File: src/rtl/uart_rx_fifo.sv
// rtl/uart_rx_fifo.sv - parametrised UART receiver with majority-vote sampling and show-ahead receive FIFO
`timescale 1ns/1ps
module uart_rx_fifo #(
  parameter int CLK_HZ     = 50000000,
  parameter int BAUD       = 115200,
  parameter int OVERSAMPLE = 16,
  parameter int DATA_BITS  = 8,
  parameter int PARITY     = 0,
  parameter int STOP_BITS  = 1,
  parameter int FIFO_DEPTH = 16
) (
  input  logic                          clk,
  input  logic                          RST,
  input  logic                          rx,
  input  logic                          rd_en,
  output logic [DATA_BITS-1:0]          rd_data,
  output logic                          empty,
  output logic                          full,
  output logic [$clog2(FIFO_DEPTH):0]   count,
  output logic                          busy,
  output logic                          parity_err,
  output logic                          frame_err,
  output logic                          overrun,
  input  logic                          err_clr
);

  localparam int DIV = (CLK_HZ + BAUD * OVERSAMPLE / 2) / (BAUD * OVERSAMPLE);
  localparam int DW  = (DIV > 1) ? $clog2(DIV) : 1;
  localparam int SW  = $clog2(OVERSAMPLE);
  localparam int AW  = $clog2(FIFO_DEPTH);
  localparam int CW  = AW + 1;

  localparam logic [DW-1:0] DIV_LAST  = DW'(DIV - 1);
  localparam logic [SW-1:0] SMP_LAST  = SW'(OVERSAMPLE - 1);
  localparam logic [SW-1:0] SMP_A     = SW'(OVERSAMPLE / 2 - 1);
  localparam logic [SW-1:0] SMP_B     = SW'(OVERSAMPLE / 2);
  localparam logic [SW-1:0] SMP_C     = SW'(OVERSAMPLE / 2 + 1);
  localparam logic [3:0]    DATA_LAST = 4'(DATA_BITS - 1);
  localparam logic          STOP_LAST = 1'(STOP_BITS - 1);

  typedef enum logic [2:0] {
    S_IDLE, S_START, S_DATA, S_PARITY, S_STOP, S_BREAK
  } state_t;

  state_t                 state_q, state_d;
  logic                   rx_s1_q, rx_s2_q, rx_prev_q;
  logic [DW-1:0]          div_cnt_q, div_cnt_d;
  logic [SW-1:0]          smp_cnt_q, smp_cnt_d;
  logic                   smp0_q, smp0_d, smp1_q, smp1_d;
  logic [DATA_BITS-1:0]   shreg_q, shreg_d;
  logic [3:0]             bit_cnt_q, bit_cnt_d;
  logic                   stop_cnt_q, stop_cnt_d;
  logic                   push_q, push_d;
  logic [DATA_BITS-1:0]   push_data_q, push_data_d;
  logic                   tick, decide, vote, par_exp, par_set, fe_set;

  logic [DATA_BITS-1:0]   mem [FIFO_DEPTH];
  logic [AW-1:0]          wr_ptr_q, wr_ptr_d, rd_ptr_q, rd_ptr_d;
  logic [CW-1:0]          count_q, count_d;
  logic                   pe_q, pe_d, fe_q, fe_d, ov_q, ov_d;
  logic                   do_push, do_pop, ov_set;

  always_ff @(posedge clk or negedge RST) begin
    if (!RST) begin
      state_q     <= S_IDLE;
      rx_s1_q     <= 1'b1;
      rx_s2_q     <= 1'b1;
      rx_prev_q   <= 1'b1;
      div_cnt_q   <= '0;
      smp_cnt_q   <= '0;
      smp0_q      <= 1'b1;
      smp1_q      <= 1'b1;
      shreg_q     <= '0;
      bit_cnt_q   <= '0;
      stop_cnt_q  <= 1'b0;
      push_q      <= 1'b0;
      push_data_q <= '0;
    end else begin
      state_q     <= state_d;
      rx_s1_q     <= rx;
      rx_s2_q     <= rx_s1_q;
      rx_prev_q   <= rx_s2_q;
      div_cnt_q   <= div_cnt_d;
      smp_cnt_q   <= smp_cnt_d;
      smp0_q      <= smp0_d;
      smp1_q      <= smp1_d;
      shreg_q     <= shreg_d;
      bit_cnt_q   <= bit_cnt_d;
      stop_cnt_q  <= stop_cnt_d;
      push_q      <= push_d;
      push_data_q <= push_data_d;
    end
  end

  // Every bit is decided on the third mid-bit sample; the tick phase keeps running so the
  // next decision lands one full bit later.
  always_comb begin
    tick        = (div_cnt_q == DIV_LAST);
    decide      = tick && (smp_cnt_q == SMP_C);
    vote        = (smp0_q & smp1_q) | (smp0_q & rx_s2_q) | (smp1_q & rx_s2_q);
    par_exp     = (PARITY == 1) ? ~(^shreg_q) : ^shreg_q;
    state_d     = state_q;
    div_cnt_d   = tick ? '0 : div_cnt_q + 1'b1;
    smp_cnt_d   = smp_cnt_q;
    smp0_d      = smp0_q;
    smp1_d      = smp1_q;
    shreg_d     = shreg_q;
    bit_cnt_d   = bit_cnt_q;
    stop_cnt_d  = stop_cnt_q;
    push_d      = 1'b0;
    push_data_d = push_data_q;
    par_set     = 1'b0;
    fe_set      = 1'b0;
    if (tick) begin
      smp_cnt_d = (smp_cnt_q == SMP_LAST) ? '0 : smp_cnt_q + 1'b1;
      if (smp_cnt_q == SMP_A) smp0_d = rx_s2_q;
      if (smp_cnt_q == SMP_B) smp1_d = rx_s2_q;
    end
    case (state_q)
      S_IDLE: begin
        div_cnt_d = '0;
        smp_cnt_d = '0;
        if (rx_prev_q && !rx_s2_q) state_d = S_START;
      end
      S_START: begin
        if (decide) begin
          state_d   = vote ? S_IDLE : S_DATA;
          bit_cnt_d = '0;
        end
      end
      S_DATA: begin
        if (decide) begin
          shreg_d   = {vote, shreg_q[DATA_BITS-1:1]};
          bit_cnt_d = bit_cnt_q + 1'b1;
          if (bit_cnt_q == DATA_LAST) begin
            state_d    = (PARITY != 0) ? S_PARITY : S_STOP;
            stop_cnt_d = 1'b0;
          end
        end
      end
      S_PARITY: begin
        if (decide) begin
          par_set    = (vote != par_exp);
          state_d    = S_STOP;
          stop_cnt_d = 1'b0;
        end
      end
      S_STOP: begin
        if (decide) begin
          if (!vote) begin
            fe_set  = 1'b1;
            state_d = S_BREAK;
          end else if (stop_cnt_q == STOP_LAST) begin
            push_d      = 1'b1;
            push_data_d = shreg_q;
            state_d     = S_IDLE;
          end else begin
            stop_cnt_d = 1'b1;
          end
        end
      end
      S_BREAK: begin
        div_cnt_d = '0;
        smp_cnt_d = '0;
        if (rx_s2_q) state_d = S_IDLE;
      end
      default: state_d = S_IDLE;
    endcase
  end

  always_comb begin
    do_pop   = rd_en && !empty;
    do_push  = push_q && (!full || do_pop);
    ov_set   = push_q && full && !do_pop;
    wr_ptr_d = do_push ? wr_ptr_q + 1'b1 : wr_ptr_q;
    rd_ptr_d = do_pop ? rd_ptr_q + 1'b1 : rd_ptr_q;
    count_d  = count_q;
    case ({do_push, do_pop})
      2'b10:   count_d = count_q + 1'b1;
      2'b01:   count_d = count_q - 1'b1;
      default: count_d = count_q;
    endcase
    // A new error in the same cycle as err_clr must survive.
    pe_d = (pe_q && !err_clr) || par_set;
    fe_d = (fe_q && !err_clr) || fe_set;
    ov_d = (ov_q && !err_clr) || ov_set;
  end

  always_ff @(posedge clk or negedge RST) begin
    if (!RST) begin
      wr_ptr_q <= '0;
      rd_ptr_q <= '0;
      count_q  <= '0;
      pe_q     <= 1'b0;
      fe_q     <= 1'b0;
      ov_q     <= 1'b0;
    end else begin
      wr_ptr_q <= wr_ptr_d;
      rd_ptr_q <= rd_ptr_d;
      count_q  <= count_d;
      pe_q     <= pe_d;
      fe_q     <= fe_d;
      ov_q     <= ov_d;
    end
  end

  always_ff @(posedge clk) begin
    if (do_push) mem[wr_ptr_q] <= push_data_q;
  end

  assign empty      = (count_q == '0);
  assign full       = (count_q == CW'(FIFO_DEPTH));
  assign count      = count_q;
  assign rd_data    = empty ? '0 : mem[rd_ptr_q];
  assign busy       = (state_q != S_IDLE);
  assign parity_err = pe_q;
  assign frame_err  = fe_q;
  assign overrun    = ov_q;

endmodule

File: config.mk
export PLATFORM = sky130hd
export DESIGN_NAME = uart_rx_fifo
export DESIGN_NICKNAME = d
export VERILOG_FILES = /design/src/rtl/uart_rx_fifo.sv
export SDC_FILE = /design/constraint.sdc
export NUM_CORES = 1
export LEC_CHECK = 0
export ABC_AREA = 1
export BUFFER_PORTS_ARGS = -buffer_cell sky130_fd_sc_hd__buf_2
export CORE_ASPECT_RATIO = 1.25
export CORE_UTILIZATION = 45
export CTS_BUF_LIST = sky130_fd_sc_hd__clkbuf_4 sky130_fd_sc_hd__clkbuf_8
export DETAILED_ROUTE_END_ITERATION = 7
export PLACE_DENSITY = 0.63
export SLEW_MARGIN = 0
export SYNTH_ARGS = -nofsm -noshare
export SYNTH_HDL_FRONTEND = slang
export SYNTH_SLANG_ARGS = --single-unit
File: constraint.sdc
create_clock -name clk -period 2.56 [get_ports clk]
set_input_delay 0.384 -clock clk [delete_from_list [all_inputs] [get_ports clk]]
set_output_delay 0.384 -clock clk [all_outputs]
set_load 0.03 [all_outputs]
### Word-level counts from Yosys, hierarchy flattened

Memory sizes are Yosys's and may differ from the RTL's.
Index checks and enable logic that the tools add are counted.

* bitwise gates (word level): 6
* mux-type cells: 39
* equal/unequal tests: 24
* reduce and logical (&&, ||, !) cells: 34
* $add $sub $neg: 7

Operators with widths (number)
* $mux W3: 9
* $mux W4: 5
* $pmux W3 S6: 1
* $mux W1: 17
* $add A4 B1 Y4 const B: 4
* $ne A2 B2 Y1 const B: 8
* $eq A4 B4 Y1 const B: 3
* $add A5 B1 Y5 const B: 2
* $eq A5 B5 Y1 const B: 2
* $mux W5: 2
* $pmux W5 S2: 1
* $logic_and A1 B1 Y1: 9
* $eq A4 B3 Y1 const B: 2
* $mux W8: 1
* $pmux W4 S2: 1
* $reduce_and A8 Y1: 1
* $reduce_xor A8 Y1: 1
* $eq A3 B2 Y1 const B: 2
* $eq A3 B3 Y1 const B: 2
* $reduce_and A2 Y1: 3
* $reduce_and A6 Y1: 1
* $reduce_bool A2 Y1: 3
* $reduce_bool A3 Y1: 2
* $logic_not A1 Y1: 5
* 17 further kinds: 23

* output and inout bits: 19
* bits of input ports: 5
* memories: 1
* memory bits (writable): 128
* word-level logic and storage cells: 130
* flip-flop bits (word level): 55

Memory list
* mem: words 16, bits a word 8, read ports 1, clocked after memory_dff 0, write ports 1, line 57 `logic [DATA_BITS-1:0] mem [FIFO_DEPTH];`

### Longest topological paths before layout

Gate-level depths: netlist of run 1.

* depth in word-level cells: 7
* depth in mapped cells: 15
* mapped depth without buffers: 15

### Worst setup path before layout of run 1

No wires, ideal clock.

* kind: flip-flop to output port
* from: register count_q[0], in the netlist count[0]
* to: output port rd_data[0]
* setup slack: 419 ps
* path buffers: 0
* required time: 2176 ps
* data arrival time: 1757 ps
* stages on the path, launching flop included: 5
* cell sequence: dfrtp_1 nor2_1 nand3_2 clkinv_1 a21oi_1

* word-level cells in the longest chain between the ends: 2

Ends and longest elaborated chain
* start: declaration: line 59 `logic [CW-1:0] count_q, count_d;`
* start signal: assignment: line 200 `count_q <= count_d;`
* $logic_not A5 Y1: line 211 `assign empty = (count_q == '0);`
* named net empty: line 17 `output logic empty,`
* $mux W8: line 214 `assign rd_data = empty ? '0 : mem[rd_ptr_q];`
* end: declaration: line 16 `output logic [DATA_BITS-1:0] rd_data,`

The timed path passes the listed nets, and every way through them passes these cells.

### Final worst setup path of run 1

* from: register rd_ptr_q[0]
* to: output port rd_data[6]

* word-level cells in the longest chain between the ends: 2

Ends and longest elaborated chain
* start: declaration: line 58 `logic [AW-1:0] wr_ptr_q, wr_ptr_d, rd_ptr_q, rd_ptr_d;`
* start signal: assignment: line 199 `rd_ptr_q <= rd_ptr_d;`
* $mem_v2 Z16 W8
* $mux W8: line 214

Every way passes these cells.

==> flow_summary.rst, run 1 <==
.. list-table::
   :header-rows: 1

   * - Metric
     - Value
   * - Remaining global-route overflow
     - 0
   * - Synth warn
     - 0
   * - Final Hold Vio Count
     - 0
   * - Number of H-tree levels
     - 4
   * - WS Path Type
     - flip-flop to output port
   * - Max capacitance violation total
     - 0
   * - Post-synthesis instance area
     - 7770 µm²
   * - Unique cell type count in the Yosys netlist
     - 36
   * - Critical path startpoint category
     - flip-flop
   * - Met3 Routed Length
     - 727 µm
   * - Total power after layout
     - 0.00903 W
   * - Weighted congestion at the end of routability-driven global placement
     - ~0.86
   * - Clk slew on worst S/H paths
     - 0.09 ns
   * - Site row count
     - 53
   * - Filler Cells Inserted
     - between 1000 and 1500
   * - Post-DR wirelength/cell
     - 18.1 µm
   * - Number of buffers inserted during clock tree synthesis
     - 17
   * - Final worst hold slack
     - between 0.006 and 0.007 ns
   * - Outcome
     - finished with violations
   * - Setup repair after global routing missed its margin
     - true
   * - Post-route DRC violation count
     - 0
   * - F_max
     - 385 MHz
   * - Synthesized flop and latch total
     - 182
   * - Slack of the critical path
     - -0.0351 ns
   * - Highest routed metal layer
     - met4
   * - ANT cells
     - 0
   * - Number of design-rule violations left by the first detailed-router iteration
     - between 400 and 500
   * - Worst Tran Pin Value
     - 0.833 ns
   * - Synthesis-to-finish area growth
     - 13.5%
   * - Arrival time of the worst setup path
     - around 2.2 ns
   * - Sum of routed wire length over all layers
     - around 17000 µm
   * - Final antenna-violating net count
     - 0
   * - Die W
     - 120 µm
   * - Post-Synthesis Cells
     - roughly 700
   * - Vias after detailed routing
     - 5221
   * - Met2 WL
     - 8880 µm
   * - Total global-route track usage
     - 20.3%
   * - Failing checks
     - setup timing
   * - Worst-case headroom to the max-slew limit
     - 44.3%
   * - Global-route wire length before repair
     - 27200 µm
   * - Starting Density
     - 46.1%
   * - Min-Delay Path Class
     - input pin to async pin
   * - Buffer levels on the longest clock path
     - 2
   * - PortBufs
     - 23
   * - Maximum fanout encountered on the critical timing path
     - 17
   * - LEAKAGE
     - 3.64 nW
   * - Data required, critical path
     - 2.18 ns
   * - Total number of nets in the final design
     - around 740
   * - Half-perimeter wire length of the detailed placement result
     - 11100 µm
   * - Flip-flop and latch area
     - 5200 µm²
   * - Share of synthesized area occupied by flip-flops and latches
     - 67.0%
   * - Die area
     - 17800 µm²
   * - Setup TNS
     - -0.0798 ns
   * - Met1 layer wirelength in the final routing
     - 7320 µm
   * - Worst ir drop on vdd
     - 541 µV
   * - Library cell used as clock root buffer
     - clkbuf_8
   * - Pre-CTS setup slack
     - 0.334 ns
   * - Share of final-layout standard cells stronger than drive strength 1
     - between 10% and 20%
   * - TritonCTS clock tree
     - built
   * - Multi-input gate area
     - ~2300 µm²
   * - Clock latency at the later pin of the worst-skew pair
     - 0.46 ns
   * - Worst setup skew after layout
     - 0.0100 ns
   * - Sinks on the clock net
     - roughly 180
   * - Synth Net Count
     - about 700
   * - Fin crit period
     - 2.60 ns
   * - Period utilization
     - 101%
   * - Height of the chip
     - 149 µm
   * - Largest net degree at the start of global routing
     - 35
   * - Max-slew violation total from the final report
     - 0
   * - Total power density per cell area
     - 1020 nW/µm²
   * - Detailed Routing Iterations Pass 1
     - 5
   * - Vias in the first global route
     - about 5200
   * - Number of endpoints failing setup at the final stage
     - 4
   * - Initial antenna violation count
     - 0
   * - Post-DR vias/cell
     - 5.48
   * - Floorplan Core Area
     - 16800 µm²
   * - Mean cell area of the mapped netlist
     - 11.4 µm²
   * - Io pins
     - 24
   * - Crit path capture type
     - output port
==> synth_stat cells, drive strengths merged <==
library cell / number / share of area [%]
clkinv: 3 / 0.16
o221ai: 20 / 2.3
buf: 11 / 0.89
nor2: 112 / 5.6
inv: 49 / 2.4
nand3: 30 / 2.3
nand2: 79 / 4.0
dfrtp: 49 / 16
o21ai: 104 / 7.1
xor2: 14 / 1.6
a211oi: 1 / 0.097
edfxtp: 128 / 49
o21a: 1 / 0.097
a22o: 1 / 0.11
xnor2: 7 / 0.79
dfstp: 5 / 1.7
a21oi: 12 / 0.77
ha: 13 / 2.1
a31oi: 3 / 0.24
o22ai: 13 / 1.0
nand4: 6 / 0.48
nor3: 2 / 0.13
o31ai: 1 / 0.097
clkbuf: 16 / 0.79
==> registers in the layout (all words and copies together) (netlist names) <==
signal	count
frame_err	1
push_data_q	8
overrun	1
div_cnt_q	5
mem	128
rx_s2_q	1
shreg_q	8
smp0_q	1
wr_ptr_q	4
rx_prev_q	1
smp_cnt_q	4
state_q	3
rd_ptr_q	4
parity_err	1
rx_s1_q	1
bit_cnt_q	4
count	5
push_q	1
smp1_q	1
==> repair_timing <==
item                                   4_1_cts  5_1_grt
gates cloned                                 0        3
setup buffers                                0        2
setup endpoints to repair                    8        8
endpoints found under the hold margin        1        0
gates resized for setup                      9       26
hold buffers                                 1        0
pin swaps                                    1        4
==> where the power goes <==
group	internal, W	switching [W]
clock network	0.00107	0.00103
registers	0.00324	0.000137
logic	0.00125	0.00230
total	0.00556	0.00347
==> critical path: stages (launching register included) <==
cell and delay, ns:
dfrtp_2 0.46, buf_4 0.17, clkbuf_16 0.18, nor2_1 0.07, o221ai_2 0.25, nand3_1 0.17
a21oi_1 0.21, buf_2 0.24
==> metal layers <==
| layer | vias to the layer above | GRT usage [%] |
|---|---|---|
| li1 | 2470 | - |
| met1 | 2584 | 25.4 |
| met2 | 142 | 34.7 |
| met3 | 25 | 3.56 |
| met4 | 0 | 8.25 |
| met5 | - | 0 |
==> final timing paths <==
path / startpoint / to / slack, ns / cells after the start
setup / recovery: rd_ptr_q[0]$_DFFE_PN0N_ / rd_data[6] / -0.04 / 7
hold / removal: RST / smp_cnt_q[3]$_DFFE_PN0P_ / 0.006 / 1
setup reg to reg: count[0]$_DFFE_PN0P_ / mem[0][7]$_DFFE_PP_ / 0.32 / 8
hold reg to reg: rx_s1_q$_DFF_PN1_ / rx_s2_q$_DFF_PN1_ / 0.36 / 0
max in group asynchronous: RST / smp0_q$_DFFE_PN1P_ / 1.81 / 2
min in group clk: err_clr / parity_err$_DFF_PN0_ / 0.21 / 4
==> area by class of cell <==
class	count	share of cell area (%)
flip-flops and latches	182	59.0
multi-input cells	419	25.7
repair buffers	48	4.86
well taps	220	3.12
clock buffers	17	2.66
inverters	52	2.30
clock inverters	15	2.29
==> placed cells by master (no fill, tap or decap), types with 3 or more instances in the layout <==
cell,instances
edfxtp_1,128
nor2_1,109
o21ai_0,84
nand2_1,73
dfrtp_1,48
inv_1,41
nand3_1,26
buf_4,20
o221ai_1,19
buf_2,18
clkbuf_8,17
xor2_1,14
ha_1,13
a21oi_1,11
o22ai_1,11
o21ai_1,10
o21ai_2,10
inv_2,7
xnor2_1,7
nand4_1,6
nand2_2,6
dfstp_2,5
bufinv_16,4
buf_12,4
nand3_2,3
clkinv_1,3
clkinv_4,3
a31oi_1,3
clkinvlp_4,3
clkbuf_16,3
==> metrics by stage <==
| step | instances | cell area [µm²] | utilization, % |
|---|---|---|---|
| 4_1_cts | 948 | 8660 | 51.4 |
| 6_report | 953 | 8810 | 52.3 |
| 3_5_place_dp | 915 | 8180 | 48.6 |
| 5_1_grt | 953 | 8810 | 52.3 |
| 3_3_place_gp | 915 | 8180 | 48.6 |
| 2_1_floorplan | 680 | 7770 | - |
==> kinds of logic after synthesis <==
kind of cell / count (synthesis) / synth area share [%]
AND/OR/NAND/NOR: 229 / 12.6
flip-flops: 182 / 67.0
AO/OA/AOI/OAI: 156 / 11.8
buffers and inverters: 79 / 4.20
XOR/XNOR: 21 / 2.37
adder cells (fa/ha/maj): 13 / 2.09
Note: power is estimated with default switching activity, not from simulation.
==> run 2, diff against run 1 <==
Settings changed: CTS_CLUSTER_DIAMETER set to 200, SKIP_CTS_REPAIR_TIMING set to 1.
==> run 2 against run 1 <==
  * The flow now finishes without violations
  * Highest routed layer unchanged
  * Critical endpoint is now rd_data[4]
  * Maximum frequency rose by 1.9%
  * Critical path type unchanged
  * Largest cell class unchanged
  * Register-to-register slack gained 0.02 ns
  * Non-clock buffer count up 2
  * Worst setup slack gained 0.049 ns
==> flow_summary.rst, run 2 (synthesis gave the netlist of run 1 again) <==
.. list-table::
   :header-rows: 1

   * - Metric
     - Value
   * - Met2 WL
     - 8930 µm (was 8880 µm)
   * - R2R Setup Slk
     - 0.34 ns (was 0.32 ns)
   * - Period utilization
     - 99.4% (was 101%)
   * - Most common cell after layout, fill and taps aside
     - edfxtp_1 (unchanged)
   * - Total number of nets in the final design
     - 740 (was 738)
   * - F_max
     - 393 MHz (was 385 MHz)
   * - Min-Delay Path Class
     - input pin to async pin (unchanged)
   * - Number of buffers inserted during clock tree synthesis
     - 17 (unchanged)
   * - Weighted congestion at the end of routability-driven global placement
     - 0.863 (unchanged)
   * - Data required, critical path
     - 2.18 ns (about the same)
   * - Synthesis-to-finish area growth
     - 15.7% (was 13.5%)
   * - Starting Density
     - 46.1% (unchanged)
   * - Total power density per cell area
     - 1050 nW/µm² (was 1020 nW/µm²)
   * - Post-DR wirelength/cell
     - 18.2 µm (was 18.1 µm)
   * - Final Hold Vio Count
     - 0 (unchanged)
   * - Worst Tran Pin Value
     - 0.829 ns (was 0.833 ns)
   * - Number of design-rule violations left by the first detailed-router iteration
     - 494 (was 493)
   * - Global-route wire length before repair
     - 27100 µm (was 27200 µm)
   * - Number of H-tree levels
     - 4 (unchanged)
   * - Critical register-to-register path endpoint
     - mem[15][3]$_DFFE_PP_ (was mem[0][7]$_DFFE_PP_)
   * - Most flops, register
     - mem (unchanged)
   * - Highest routed metal layer
     - met4 (unchanged)
   * - Worst ir drop on vdd
     - 540 µV (was 541 µV)
   * - Clock latency at the later pin of the worst-skew pair
     - 0.46 ns (about the same)
   * - Final antenna-violating net count
     - 0 (unchanged)
   * - LEAKAGE
     - 3.68 nW (was 3.64 nW)
   * - Worst-case headroom to the max-slew limit
     - 44.5% (was 44.3%)
   * - Total global-route track usage
     - 20.2% (was 20.3%)
   * - PortBufs
     - 23 (unchanged)
   * - Half-perimeter wire length of the detailed placement result
     - 11100 µm (unchanged)
   * - Vias after detailed routing
     - 5241 (was 5221)
   * - Final worst hold slack
     - 0.00305 ns (was 0.00638 ns)
   * - Sum of routed wire length over all layers
     - 17400 µm (was 17300 µm)
   * - Post-DR vias/cell
     - 5.49 (was 5.48)
   * - Filler Cells Inserted
     - 1476 (was 1498)
   * - Site row count
     - 53 (unchanged)
   * - Initial antenna violation count
     - 0 (unchanged)
   * - Detailed Routing Iterations Pass 1
     - 8 (was 5)
   * - Fin crit period
     - 2.55 ns (was 2.60 ns)
   * - Sinks on the clock net
     - 182 (unchanged)
   * - Post-route DRC violation count
     - 0 (unchanged)
   * - Met1 layer wirelength in the final routing
     - 7410 µm (was 7320 µm)
   * - Floorplan Core Area
     - 16800 µm² (unchanged)
   * - Arrival time of the worst setup path
     - 2.16 ns (was 2.21 ns)
   * - Io pins
     - 24 (unchanged)
   * - Die area
     - 17800 µm² (unchanged)
   * - Flip-flop count of the largest register, all copies and words added
     - 128 (unchanged)
   * - Vias in the first global route
     - 5140 (was 5159)
   * - Crit path capture type
     - output port (unchanged)
   * - Setup repair after global routing missed its margin
     - true (unchanged)
   * - Met3 Routed Length
     - 637 µm (was 727 µm)
   * - ANT cells
     - 0 (unchanged)
   * - Depth of the worst register-to-register path
     - 8 (unchanged)
   * - WS Path Type
     - flip-flop to output port (unchanged)
   * - Remaining global-route overflow
     - 0 (unchanged)
   * - Maximum fanout encountered on the critical timing path
     - 8 (was 17)
   * - Max-slew violation total from the final report
     - 0 (unchanged)
   * - Total power after layout
     - 0.00943 W (was 0.00903 W)
   * - Die W
     - 120 µm (unchanged)
   * - Buffer levels on the longest clock path
     - 2 (unchanged)
   * - Largest net degree at the start of global routing
     - 35 (unchanged)
   * - Clk slew on worst S/H paths
     - 0.09 ns (about the same)
   * - Worst setup skew after layout
     - 0.0112 ns (was 0.0100 ns)
   * - Critical path startpoint category
     - flip-flop (unchanged)
   * - Max capacitance violation total
     - 0 (unchanged)
   * - Number of endpoints failing setup at the final stage
     - 0 (was 4)
   * - Share of final-layout standard cells stronger than drive strength 1
     - 19.2% (was 16.4%)
   * - TritonCTS clock tree
     - built (unchanged)
   * - Outcome
     - finished clean (was finished with violations)
   * - Library cell used as clock root buffer
     - clkbuf_8 (unchanged)
   * - Height of the chip
     - 149 µm (unchanged)
   * - Top flop regs
     - mem x128, push_data_q x8, shreg_q x8 (unchanged)
   * - Critical register-to-register path startpoint
     - count[0]$_DFFE_PN0P_ (unchanged)
   * - Commonest cells after routing, fill and taps aside
     - 128 x edfxtp_1, 107 x nor2_1, 74 x o21ai_0 (was 128 x edfxtp_1, 109 x nor2_1, 84 x o21ai_0)
## run 2: cell count changes in the layout (fill, tap and decap cells not counted), moves of 2 or more
cell and change:
o221ai_2 +6, buf_2 -3, a21oi_1 -6, buf_6 +7, o21ai_0 -10, o221ai_1 -6, nor2_1 -2, buf_4 -4
o21ai_1 +6, o21ai_2 +4, a21oi_2 +6
## run 2: per-layer routing
layer	vias up	GRT usage, %
li1	2472	-
met1	2596	25.4
met4	0	8.19
met5	-	0
met2	149	34.6
met3	24	3.56
## run 2: critical path: stages (launching register included)
cell,delay [ns]
dfrtp_2,0.48
clkinv_4,0.17
buf_12,0.18
o21ai_1,0.11
o22ai_1,0.08
nor2_1,0.23
nor2_1,0.10
o21ai_2,0.11
a21oi_2,0.10
buf_6,0.15
## run 2: power breakdown
part	switching, W	total, W	internal, W
clock network	0.00102	0.00209	0.00107
registers	0.000142	0.00338	0.00324
logic	0.00246	0.00395	0.00149
total	0.00363	0.00943	0.00580
## run 2: worst max path at each step
stage	startpoint	to	cells after the start
after CTS	rd_ptr_q[0]$_DFFE_PN0N_	rd_data[5]	8
after detailed placement	count[0]$_DFFE_PN0P_	mem[15][0]$_DFFE_PP_	8
final	rd_ptr_q[0]$_DFFE_PN0N_	rd_data[4]	9
after floorplan	count[0]$_DFFE_PN0P_	rd_data[0]	4
after global placement	count[0]$_DFFE_PN0P_	mem[0][3]$_DFFE_PP_	8
after global routing	rd_ptr_q[0]$_DFFE_PN0N_	rd_data[5]	9
## run 2: layout make-up
cell class                 instances  area [µm²]  area share (%)
sequential                       182        5200            57.9
clock buffer                      17         234            2.60
tap                              220         275            3.06
clock inverter                    15         201            2.24
inverter                          52         205            2.28
timing repair buffer              50         507            5.64
multi-input combinational        419        2360            26.3
## run 2: metrics by stage
step           cell area (µm²)  instances  utilization [%]  setup slack, ns  TNS, ns
3_5_place_dp              8180        915             48.6            0.334        0
4_1_cts                   8620        947             51.2           -0.182   -0.975
6_report                  8980        955             53.3           0.0142        0
3_3_place_gp              8180        915             48.6            0.344        0
2_1_floorplan             7770        680                -            0.419        0
5_1_grt                   8980        955             53.3          -0.0764   -0.338
